**src/rtl/conv_serial_stream.sv**
```systemverilog
// Streaming K x K valid-region correlation over a buffered IMG_H x IMG_W frame,
// one multiply-accumulate per cycle, results returned as a valid/ready stream.
module conv_serial_stream #(
    parameter int DATA_W = 8,
    parameter int IMG_W  = 4,
    parameter int IMG_H  = 4,
    parameter int K      = 3,
    parameter int ACC_W  = 20,
    parameter int OUT_W  = 8,
    parameter int SAT    = 1
) (
    input  logic                      clk,
    input  logic                      rst,
    input  logic                      k_we,
    input  logic [$clog2(K*K)-1:0]    k_addr,
    input  logic [DATA_W-1:0]         k_data,
    input  logic                      start,
    input  logic                      in_valid,
    output logic                      in_ready,
    input  logic [DATA_W-1:0]         in_data,
    output logic                      out_valid,
    input  logic                      out_ready,
    output logic [OUT_W-1:0]          out_data,
    output logic                      out_last,
    output logic                      busy,
    output logic                      done,
    output logic [2:0]                dbg_state
);
    localparam int NT       = K * K;
    localparam int NPIX     = IMG_W * IMG_H;
    localparam int OUT_COLS = IMG_W - K + 1;
    localparam int OUT_ROWS = IMG_H - K + 1;
    localparam int TW = (NT > 1) ? $clog2(NT) : 1;
    localparam int PW = (NPIX > 1) ? $clog2(NPIX) : 1;
    localparam int KW = (K > 1) ? $clog2(K) : 1;
    localparam int RW = (OUT_ROWS > 1) ? $clog2(OUT_ROWS) : 1;
    localparam int CW = (OUT_COLS > 1) ? $clog2(OUT_COLS) : 1;

    if (K > IMG_W || K > IMG_H) begin : g_bad_kernel
        $error("conv_serial_stream: K larger than the image");
    end
    if (ACC_W < 2 * DATA_W + $clog2(NT) || OUT_W > ACC_W) begin : g_bad_acc
        $error("conv_serial_stream: ACC_W too narrow for the kernel sum");
    end

    // Handshakes: a pixel moves when in_valid && in_ready at a rising edge, a
    // result moves when out_valid && out_ready; out_valid/out_data hold until then.
    typedef enum logic [2:0] {
        S_IDLE = 3'd0,
        S_LOAD = 3'd1,
        S_MAC  = 3'd2,
        S_EMIT = 3'd3,
        S_DONE = 3'd4
    } state_t;

    state_t              state;
    logic [DATA_W-1:0]   kernel [NT];
    logic [DATA_W-1:0]   frame  [NPIX];
    logic [ACC_W-1:0]    acc;
    logic [ACC_W-1:0]    acc_next;
    logic [2*DATA_W-1:0] prod;
    logic [PW-1:0]       pix_cnt;
    logic [PW-1:0]       pix_addr;
    logic [RW-1:0]       row;
    logic [CW-1:0]       col;
    logic [TW-1:0]       tap;
    logic [KW-1:0]       kr;
    logic [KW-1:0]       kc;
    logic                last_pos;

    // kr/kc track tap/K and tap%K so no divider is needed.
    assign pix_addr  = PW'((32'(row) + 32'(kr)) * IMG_W + 32'(col) + 32'(kc));
    assign prod      = {{DATA_W{1'b0}}, frame[pix_addr]} * {{DATA_W{1'b0}}, kernel[tap]};
    assign acc_next  = acc + ACC_W'(prod);
    assign last_pos  = (row == RW'(OUT_ROWS - 1)) && (col == CW'(OUT_COLS - 1));
    assign dbg_state = state;

    function automatic logic [OUT_W-1:0] reduce(input logic [ACC_W-1:0] a);
        if (SAT != 0 && (a >> OUT_W) != '0) reduce = '1;
        else                                reduce = a[OUT_W-1:0];
    endfunction

    // Frame contents are don't-care until overwritten by a LOAD, so no reset.
    always_ff @(posedge clk) begin
        if (in_ready && in_valid) frame[pix_cnt] <= in_data;
    end

    always_ff @(posedge clk or negedge rst) begin
        if (!rst) begin
            state     <= S_IDLE;
            for (int i = 0; i < NT; i++) kernel[i] <= '0;
            acc       <= '0;
            pix_cnt   <= '0;
            row       <= '0;
            col       <= '0;
            tap       <= '0;
            kr        <= '0;
            kc        <= '0;
            in_ready  <= 1'b0;
            out_valid <= 1'b0;
            out_data  <= '0;
            out_last  <= 1'b0;
            busy      <= 1'b0;
            done      <= 1'b0;
        end else begin
            unique case (state)
                S_IDLE: begin
                    if (k_we && (32'(k_addr) < NT)) kernel[k_addr] <= k_data;
                    if (start) begin
                        state    <= S_LOAD;
                        pix_cnt  <= '0;
                        in_ready <= 1'b1;
                        busy     <= 1'b1;
                    end
                end
                S_LOAD: begin
                    if (in_valid) begin
                        pix_cnt <= pix_cnt + 1'b1;
                        if (pix_cnt == PW'(NPIX - 1)) begin
                            in_ready <= 1'b0;
                            state    <= S_MAC;
                            row      <= '0;
                            col      <= '0;
                            tap      <= '0;
                            kr       <= '0;
                            kc       <= '0;
                            acc      <= '0;
                        end
                    end
                end
                S_MAC: begin
                    acc <= acc_next;
                    if (tap == TW'(NT - 1)) begin
                        tap       <= '0;
                        kr        <= '0;
                        kc        <= '0;
                        state     <= S_EMIT;
                        out_valid <= 1'b1;
                        out_data  <= reduce(acc_next);
                        out_last  <= last_pos;
                    end else begin
                        tap <= tap + 1'b1;
                        if (kc == KW'(K - 1)) begin
                            kc <= '0;
                            kr <= kr + 1'b1;
                        end else begin
                            kc <= kc + 1'b1;
                        end
                    end
                end
                S_EMIT: begin
                    if (out_ready) begin
                        out_valid <= 1'b0;
                        out_last  <= 1'b0;
                        if (out_last) begin
                            state <= S_DONE;
                            done  <= 1'b1;
                        end else begin
                            acc   <= '0;
                            state <= S_MAC;
                            if (col == CW'(OUT_COLS - 1)) begin
                                col <= '0;
                                row <= row + 1'b1;
                            end else begin
                                col <= col + 1'b1;
                            end
                        end
                    end
                end
                S_DONE: begin
                    done  <= 1'b0;
                    busy  <= 1'b0;
                    state <= S_IDLE;
                end
                default: state <= S_IDLE;
            endcase
        end
    end
endmodule

```
**config.mk**
```make
export PLATFORM = sky130hd
export DESIGN_NAME = conv_serial_stream
export DESIGN_NICKNAME = d
export VERILOG_FILES = /design/src/rtl/conv_serial_stream.sv
export SDC_FILE = /design/constraint.sdc
export NUM_CORES = 1
export LEC_CHECK = 0
export BUFFER_PORTS_ARGS = -buffer_cell sky130_fd_sc_hd__buf_4
export CAP_MARGIN = 10
export CORE_MARGIN = 4
export CORE_UTILIZATION = 57
export CTS_CLUSTER_DIAMETER = 60
export DETAILED_ROUTE_END_ITERATION = 10
export PLACE_DENSITY_LB_ADDON = 0.15
export SYNTH_ARGS = -nofsm -noshare
export SYNTH_HDL_FRONTEND = slang
export SYNTH_SLANG_ARGS = --single-unit
export TNS_END_PERCENT = 10
```
**constraint.sdc**
```tcl
create_clock -name clk -period 9.3 [get_ports clk]
set_clock_uncertainty 0.05 [all_clocks]
set_input_delay 1.395 -clock clk [delete_from_list [all_inputs] [get_ports clk]]
set_output_delay 1.395 -clock clk [all_outputs]
set_load 0.02 [all_outputs]
```
==> results of run 1 <==
## cell type report
type	count	area, sq um
Multi-Input combinational cell	612	5870
Sequential cell	250	6900
Timing Repair Buffer	55	413
Tap cell	313	392
Clock inverter	10	103
Fill cell	1699	7920
Inverter	112	420
Clock buffer	40	764
## per-layer routing
| layer | track usage | routed length, um | vias up |
|---|---|---|---|
| met5 | 0 | 0 | - |
| met4 | 0.0415 | 471 | 0 |
| met3 | 0.0349 | 1570 | 31 |
| met2 | 0.351 | 13100 | 209 |
| met1 | 0.339 | 13200 | 4060 |
| li1 | - | - | 3678 |
## worst reg2reg max path, cell delays in order (launching register included)
cell and delay [ns]:
dfrtp_1 0.43, ha_2 0.21, ha_1 0.71, buf_4 0.42, mux4_2 0.26, and2_1 0.14, a211oi_1 0.05, a31oi_1 0.67
nand2b_1 0.17, fa_1 0.52, fa_1 0.55, inv_1 0.06, fa_1 0.52, inv_1 0.05, fa_1 0.52, inv_1 0.04
ha_1 0.36, o211ai_1 0.11, a21o_1 0.19, a211o_1 0.31, a21oi_1 0.24, a31oi_1 0.13, xnor2_1 0.14, or4_1 0.68
o22a_1 0.24
## cells by family after synthesis
| logic type | after synthesis |
|---|---|
| compound gates | 132 |
| xor+xnor | 18 |
| fa+ha+maj | 100 |
| buf+inv | 144 |
| flops | 250 |
| mux | 131 |
| simple gates | 231 |
## state kept, by name, summed over array words and instances, names as in the netlist, 2 cells and up
signal,cells
tap,4
out_data,8
pix_cnt,4
dbg_state,3
kr,2
kernel,72
kc,2
acc,20
frame,128
## placed cells by master, fill, tap and decap left out, types with 5 or more instances in the layout
| cell type | count |
|---|---|
| a211oi_1 | 6 |
| a21o_1 | 6 |
| nor3_1 | 7 |
| o21ai_1 | 7 |
| mux2i_1 | 10 |
| buf_4 | 55 |
| nor2_1 | 46 |
| ha_1 | 49 |
| o21ai_0 | 21 |
| nand2b_1 | 19 |
| a21oi_1 | 30 |
| edfxtp_1 | 128 |
| a22o_1 | 20 |
| a31oi_1 | 10 |
| and2_1 | 18 |
| mux2_2 | 73 |
| mux4_2 | 48 |
| fa_1 | 50 |
| inv_1 | 112 |
| clkbuf_1 | 9 |
| nand2_1 | 83 |
| xnor2_1 | 12 |
| xor2_1 | 5 |
| dfrtp_1 | 122 |
| clkbuf_16 | 27 |
| nor2b_1 | 18 |
| o22a_1 | 8 |
| nand3_1 | 11 |
## worst min-delay path by stage
stage / start / endpoint / slack, ns / cells after the start
finish: acc[4]$_DFFE_PN0P_ / acc[4]$_DFFE_PN0P_ / 0.44 / 2
global route: kernel[61]$_DFFE_PN0P_ / kernel[61]$_DFFE_PN0P_ / 0.46 / 1
CTS: acc[4]$_DFFE_PN0P_ / acc[4]$_DFFE_PN0P_ / 0.45 / 2
detailed placement: acc[4]$_DFFE_PN0P_ / acc[4]$_DFFE_PN0P_ / 0.43 / 2
global placement: acc[4]$_DFFE_PN0P_ / acc[4]$_DFFE_PN0P_ / 0.42 / 2
floorplan: acc[4]$_DFFE_PN0P_ / acc[4]$_DFFE_PN0P_ / 0.40 / 2
## stage by stage
step | setup slack [ns] | utilization
2_1_floorplan | 2.19 | -
3_3_place_gp | 1.49 | 0.614
3_5_place_dp | 1.39 | 0.614
4_1_cts | 1.38 | 0.652
5_1_grt | 0.924 | 0.652
6_report | 1.40 | 0.652
==> out/metrics.csv, run 1 <==
metric,value,unit
status,"complete, no violations",
Post-Synth XOR/XNOR Area,0.0119,
CP Max Fanout,19,
most common cell in the netlist,edfxtp_1,
Core Region,22800,sq um
RR Startpoint,col$_DFFE_PN0P_,
Crit Reg-Reg Endpoint,out_data[7]$_DFFE_PN0P_,
Post-Synthesis Cells,1006,
crit end category,flip-flop,
GR Overflow Total,0,
post-synth top area cell,edfxtp_1,
max-slew violation count,0,
multiplexer share of the synthesized area,0.151,
drt via density,5.73,
Finished Layout Cells,1392,
compound-gate portion of the synthesized area,0.0677,
post-CTS sizing,0,
via total after detailed routing,7978,
reg2reg path depth,24,
total wire length,28300,um
main combinational cell family by area after synthesis,multiplexers,
Tot GR Track Use,0.224,
Critical Path Stages,24,
largest cells by area after synthesis,"edfxtp_1 (29%), dfrtp_1 (23%), mux4_2 (8.1%), fa_1 (7.5%), mux2_2 (6.2%)",
WP data arrival,8.28,ns
CTS buffer count,27,
prevailing post-synth register cell,edfxtp_1,
Post-Synth Simple-Gate Area,0.0862,
final net count,1184,
Worst-path clk slew,0.06,ns
GPL Wtd Cong,0.862,
syn avg cell area,13.2,sq um
antenna violations before repair,0,
Netlist cell types,61,
Async SR Flop Fraction,0.488,
Post-CTS Setup Inserts,0,
drt wl/cell,20.3,um
Inst Count DP,1342,
first-pass GRT wire length,45500,um
Yosys top cell area share,0.289,
hold buffers post-CTS,0,
commonest cells in the netlist,"edfxtp_1 (128), dfrtp_1 (122), inv_1 (112)",
Initial Utilization,0.583,
Max transition margin,0.294,
Ys Warns,0,
Max-cap violations,0,
Worst Max-Slew Pin Slew,1.05,ns
finished layout cell area,14900,sq um
DP HPWL,19600,um
crit-path cells,ha_2 -> ha_1 -> buf_4 -> mux4_2 -> and2_1 -> a211oi_1 -> a31oi_1 -> nand2b_1 -> fa_1 -> fa_1 -> inv_1 -> fa_1 -> inv_1 -> fa_1 -> inv_1 -> ha_1 -> o211ai_1 -> a21o_1 -> a211o_1 -> a21oi_1 -> a31oi_1 -> xnor2_1 -> or4_1 -> o22a_1,
port bufs,41,
Critical Path RT,9.68,ns
critical path type,reg -> reg,
share of layout cells above drive strength 1,0.219,
placed instance area,14000,sq um
drt drc,0,
Die Height,161,um
Post-synth EDFFs,128,
Worst Path Buf+Inv,4,
RSZ-0062 raised after global routing,no,
"CP delay by family, top",adder cells,
Iter 0 DRT Violations,680,
Min Hold Slack,0.442,ns
Skew-Pair Late Insertion Delay,0.54,ns
Worst path max stage delay,0.71,ns
H-tree levels,1,
Area Growth Syn to Fin,11.9,%
root buf cell,clkbuf_16,
"Cell Area, Synth",13300,sq um
Min-Delay Path Class,reg -> reg,
Max Root-Sink Buffers,3,
# setup viols final,0,
largest net degree at the start of global routing,81,
die area,25800,sq um
# IOs,42,
CTS tree,yes,
Synth Register Bits,250,
Adder-Cell Fraction of Synth Area,0.122,
Num Clock Sinks,250,
Fmax,0.127,GHz
Worst path most repeated cell,fa_1,
post-route clock period utilization,0.850,
crit path to,out_data[7]$_DFFE_PN0P_,
Startpoint Class,flip-flop,
sequential share of the synthesized area,0.519,
Die Wd,161,um
CP startpoint,col$_DFFE_PN0P_,
number of diodes,0,
Synthesized Nets,1132,
1st-pass router iterations,5,
vias in the first global route,8140,
worst reg-to-reg setup slack,1.40,ns
"Max stage delay cell, worst path",ha_1,
Setup TNS,0,ns
remaining antenna violation count,0,
final-report hold violation count,0,
"Min Clock Period, post-route",7.90,ns
Core Rows,55,
Power of run 1 is not shown: default switching activity piles up to over one toggle a cycle in this logic, so the estimate is an artifact.
==> run 2, diff against run 1 <==
- clock period: 9.3 -> 8.1 ns (I/O delays scaled with it)
==> run 2 against run 1 <==
Net effect: design area grew 1.6%; flip-flop and latch count is the same; die area is the same; final cell count grew 1.2%; highest routed layer unchanged; sequential share of layout area shrank 0.74 points; register-to-register slack lost 0.87 ns; worst hold slack gained 0.0031 ns; non-clock buffer count grew 13; utilization grew 1.1 points; critical path type unchanged.
==> out/metrics.csv, run 2 (synthesis gave the netlist of run 1 again) <==
metric,value,unit,change
max-slew violation count,0,,unchanged
Largest register FFs,128,,unchanged
total wire length,28900,um,+1.9%
status,"complete, no violations",,
post-CTS sizing,0,,unchanged
flip-flop and latch area,6900,sq um,unchanged
drt via density,5.80,,+1.3%
Post-CTS Setup Inserts,0,,unchanged
CTS tree,yes,,
port bufs,41,,unchanged
CTS buffer count,29,,+7.4%
Critical Path RT,8.49,ns,-1.19 ns
drt drc,0,,unchanged
finished layout cell area,15100,sq um,+1.6%
Hold Startpoint,out_valid$_DFFE_PN0P_,,
Max-cap violations,0,,unchanged
Num Clock Sinks,250,,unchanged
crit end category,flip-flop,,
remaining antenna violation count,0,,unchanged
Setup TNS,0,ns,unchanged
critical path type,reg -> reg,,
placed instance area,14100,sq um,+0.67%
Max transition margin,0.335,,+0.0410
CP Max Fanout,28,,+9
Tot GR Track Use,0.231,,+0.00756
Min-Delay Path Class,reg -> reg,,
GR Overflow Total,0,,unchanged
vias in the first global route,8563,,+5.2%
Area Growth Syn to Fin,13.7,%,
Largest Register,frame,,
antenna violations before repair,0,,unchanged
Inst Count DP,1355,,+0.97%
Core Rows,55,,unchanged
GPL Wtd Cong,0.847,,-1.8%
root buf cell,clkbuf_16,,
filler instances,1690,,-0.53%
hold buffers post-CTS,0,,unchanged
"commonest non-fill, non-tap cell in the layout",edfxtp_1,,
Die Height,161,um,unchanged
Multi-input gate area,5840,sq um,-0.49%
Max Root-Sink Buffers,3,,unchanged
Startpoint Class,flip-flop,,
CP startpoint,col$_DFFE_PN0P_,,
drt wl/cell,20.5,um,+0.71%
Fmax,0.132,GHz,+4.3%
"Min Clock Period, post-route",7.58,ns,-0.329 ns
# IOs,42,,unchanged
Worst-path clk slew,0.06,ns,about the same
DP HPWL,20400,um,+4.4%
"commonest cells after routing, fill and taps aside","edfxtp_1 (128), dfrtp_1 (122), inv_1 (112), nand2_1 (83), mux2_2 (73)",,
number of diodes,0,,unchanged
1st-pass router iterations,5,,unchanged
RSZ-0062 raised after global routing,no,,
post-route clock period utilization,0.935,,+0.0853
WP data arrival,7.97,ns,-0.31 ns
Initial Utilization,0.583,,unchanged
Core Region,22800,sq um,unchanged
largest net degree at the start of global routing,82,,+1.2%
via total after detailed routing,8177,,+2.5%
largest registers,"frame (128), kernel (72), acc (20)",,
final core occ,0.663,,+0.0106
Finished Layout Cells,1409,,+1.2%
die area,25800,sq um,unchanged
# setup viols final,0,,unchanged
H-tree levels,1,,unchanged
final-report hold violation count,0,,unchanged
Worst Max-Slew Pin Slew,0.998,ns,-0.0557 ns
Iter 0 DRT Violations,685,,+0.74%
Skew-Pair Late Insertion Delay,0.56,ns,+0.02 ns
share of layout cells above drive strength 1,0.235,,+0.0167
Die Wd,161,um,unchanged
first-pass GRT wire length,47400,um,+4.2%
RR Startpoint,col$_DFFE_PN0P_,,
final net count,1199,,+1.3%
## run 2: area by class of cell
class	count	share of cell area
clock buffers	33	0.0500
repair buffers	68	0.0355
inverters	112	0.0278
flip-flops and latches	250	0.457
multi-input cells	612	0.387
clock inverters	21	0.0172
well taps	313	0.0259
## run 2: routing by layer
| layer | track usage | share of wire |
|---|---|---|
| met1 | 0.340 | 0.46 |
| met2 | 0.367 | 0.47 |
| met3 | 0.0426 | 0.055 |
| met4 | 0.0465 | 0.017 |
| met5 | 0 | 0 |
## run 2: worst max-delay path: stages, from the launching register on
cell and delay (ns):
dfrtp_1 0.44, ha_2 0.22, ha_1 0.43, buf_12 0.25, mux4_2 0.35, and2_1 0.18
a211oi_1 0.40, a31oi_1 0.29, nor2b_1 0.28, fa_1 0.47, fa_1 0.53, fa_1 0.55
inv_1 0.05, fa_1 0.52, inv_1 0.04, ha_1 0.41, nand3_1 0.15, a211o_1 0.35
a21oi_1 0.25, a31oi_1 0.14, xnor2_1 0.16, or4_1 0.69, o22a_1 0.23
## run 2: through the flow
stage / setup slack (ns) / hold slack [ns]
global route: 0.0497 / 0.465
global placement: 0.687 / 0.415
floorplan: 0.986 / 0.400
finish: 0.524 / 0.445
CTS: 0.505 / 0.450
detailed placement: 0.517 / 0.434
## run 2: path summary, 6_finish.rpt
check / end / slack (ns) / depth (start not counted)
setup / recovery: out_data[7]$_DFFE_PN0P_ / 0.52 / 22
hold / removal: out_valid$_DFFE_PN0P_ / 0.45 / 1
setup reg to reg: out_data[7]$_DFFE_PN0P_ / 0.52 / 22
hold reg to reg: out_valid$_DFFE_PN0P_ / 0.45 / 1
max in group asynchronous: kernel[61]$_DFFE_PN0P_ / 5.98 / 2
min in group asynchronous: out_data[0]$_DFFE_PN0P_ / 0.60 / 1
Power of run 2 is left out for the same reason.
==> run 3, diff against run 2 <==
- CORE_MARGIN: 4 -> not set
==> run 3 against run 2 <==
Net effect: first-iteration DRC count decreased by 12%; final cell count did not move; via count down 0.46%; utilization is 0.38 points lower; critical path depth grew 1; design area decreased by 0.58%; largest cell class unchanged.
==> out/metrics.csv, run 3 (synthesis gave the netlist of run 1 again) <==
metric,value,unit,change
status,"complete, no violations",,
port bufs,41,,unchanged
WP data arrival,7.79,ns,-0.18 ns
# IOs,42,,unchanged
finished layout cell area,15000,sq um,-0.58%
crit-path cells,ha_4 -> ha_1 -> buf_12 -> mux4_2 -> and2_1 -> a211oi_1 -> a31oi_1 -> nor2b_1 -> fa_1 -> fa_1 -> fa_1 -> inv_1 -> fa_1 -> inv_1 -> ha_1 -> o211ai_1 -> a21o_1 -> a211o_1 -> a21oi_1 -> a31oi_1 -> xnor2_1 -> or4_1 -> o22a_1,,
Worst Max-Slew Pin Slew,1.10,ns,+0.103 ns
crit end category,flip-flop,,
"commonest non-fill, non-tap cell in the layout",edfxtp_1,,
CTS buffer count,28,,-3.4%
share of layout cells above drive strength 1,0.229,,-0.00639
critical path type,reg -> reg,,
"Min Clock Period, post-route",7.42,ns,-0.159 ns
Num Clock Sinks,250,,unchanged
RSZ-0062 raised after global routing,no,,
reg2reg path depth,23,,+4.5%
Min Hold Slack,0.428,ns,-0.0171 ns
post-route clock period utilization,0.916,,-0.0196
total wire length,28400,um,-1.6%
Hold Path Depth,1,,unchanged
remaining antenna violation count,0,,unchanged
drt drc,0,,unchanged
Hold Startpoint,out_valid$_DFFE_PN0P_,,
Iter 0 DRT Violations,600,,-12%
final-report hold violation count,0,,unchanged
vias in the first global route,8409,,-1.8%
Max-cap violations,0,,unchanged
max-slew violation count,0,,unchanged
Hold EP,out_valid$_DFFE_PN0P_,,
Critical Path RT,8.47,ns,-0.02 ns
Skew-Pair Late Insertion Delay,0.55,ns,about the same
Worst path most repeated cell,fa_1,,
Largest register FFs,128,,unchanged
"commonest cells after routing, fill and taps aside","edfxtp_1 (128), dfrtp_1 (122), inv_1 (112), nand2_1 (83), mux2_2 (73)",,
Post-CTS Setup Inserts,0,,unchanged
CTS tree,yes,,
Die Wd,155,um,-3.7%
Worst-path clk slew,0.06,ns,about the same
H-tree levels,1,,unchanged
die area,23900,sq um,-7.3%
Setup TNS,0,ns,unchanged
drt wl/cell,20.2,um,-1.6%
Min-Delay Path Class,reg -> reg,,
largest net degree at the start of global routing,77,,-6.1%
antenna violations before repair,0,,unchanged
Worst path max stage delay,0.69,ns,about the same
Inst Count DP,1359,,+0.30%
Startpoint Class,flip-flop,,
1st-pass router iterations,5,,unchanged
Core Region,22800,sq um,unchanged
"Max stage delay cell, worst path",or4_1,,
GR Overflow Total,0,,unchanged
Initial Utilization,0.583,,unchanged
drt via density,5.78,,-0.46%
final net count,1202,,+0.25%
first-pass GRT wire length,45800,um,-3.2%
root buf cell,clkbuf_16,,
Die Height,155,um,-3.7%
CP Max Fanout,30,,+7.1%
placed instance area,14100,sq um,about the same
filler instances,1676,,-0.83%
Tot GR Track Use,0.252,,+0.0209
GPL Wtd Cong,0.865,,+2.2%
Max Root-Sink Buffers,3,,unchanged
Core Rows,55,,unchanged
# setup viols final,0,,unchanged
Largest Register,frame,,
Crit Reg-Reg Endpoint,out_data[5]$_DFFE_PN0P_,,
RR Startpoint,col$_DFFE_PN0P_,,
via total after detailed routing,8139,,-0.46%
Max transition margin,0.266,,-0.0689
Finished Layout Cells,1409,,unchanged
DP HPWL,19700,um,-3.8%
largest registers,"frame (128), kernel (72), acc (20)",,
Area Growth Syn to Fin,13.0,%,
number of diodes,0,,unchanged
worst reg-to-reg setup slack,0.68,ns,+0.16 ns
Fmax,0.135,GHz,+2.1%
==> run 3: changes by cell type in the layout (fill, tap and decap cells not counted), sizes merged <==
cell      delta
clkbuf       +2
bufinv       -1
clkinvlp     -6
buf          +4
clkinv       +1
==> run 3: worst max-delay path by stage <==
stage	start	end	slack, ns	cells after the start
finish	col$_DFFE_PN0P_	out_data[5]$_DFFE_PN0P_	0.68	23
global route	col$_DFFE_PN0P_	out_data[1]$_DFFE_PN0P_	0.24	23
CTS	col$_DFFE_PN0P_	out_data[6]$_DFFE_PN0P_	0.41	24
detailed placement	col$_DFFE_PN0P_	out_data[3]$_DFFE_PN0P_	0.46	24
global placement	col$_DFFE_PN0P_	out_data[2]$_DFFE_PN0P_	0.58	24
floorplan	col$_DFFE_PN0P_	out_data[0]$_DFFE_PN0P_	0.99	26
==> run 3: worst max-delay path, delay by kind of cell, from the launching register on <==
kind	cells	cell delay [ns]
AND/OR/NAND/NOR	3	1.14
multiplexers	1	0.34
adder cells (fa/ha/maj)	7	2.98
AO/OA/AOI/OAI	8	1.82
flip-flops	1	0.45
XOR/XNOR	1	0.15
buffers and inverters	3	0.32
==> run 3: what timing repair did <==
item / 4_1_cts / 5_1_grt
endpoints found under the setup margin: 0 / 4
gates resized for setup: 0 / 1
hold buffers: 0 / 0
==> run 3: layer usage <==
layer | up-vias | GRT usage | wire [um]
met2 | 259 | 0.410 | 13500
li1 | 3719 | - | -
met4 | 0 | 0.0603 | 530
met3 | 50 | 0.0364 | 1760
met5 | - | 0 | 0
met1 | 4111 | 0.361 | 12600
==> run 3: cell type report <==
class	instances	area (sq um)	share of cell area
Tap cell	313	392	0.0261
Clock buffer	35	737	0.0491
Inverter	112	420	0.0280
Timing Repair Buffer	72	553	0.0368
Sequential cell	250	6900	0.459
Multi-Input combinational cell	612	5840	0.389
Clock inverter	15	173	0.0115
==> run 3: through the flow <==
| stage | worst slack [ns] | util |
|---|---|---|
| 6_report | 0.683 | 0.659 |
| 5_1_grt | 0.242 | 0.659 |
| 4_1_cts | 0.411 | 0.659 |
| 3_5_place_dp | 0.464 | 0.619 |
| 3_3_place_gp | 0.584 | 0.619 |
| 2_1_floorplan | 0.986 | - |
Power of run 3 is left out for the same reason.
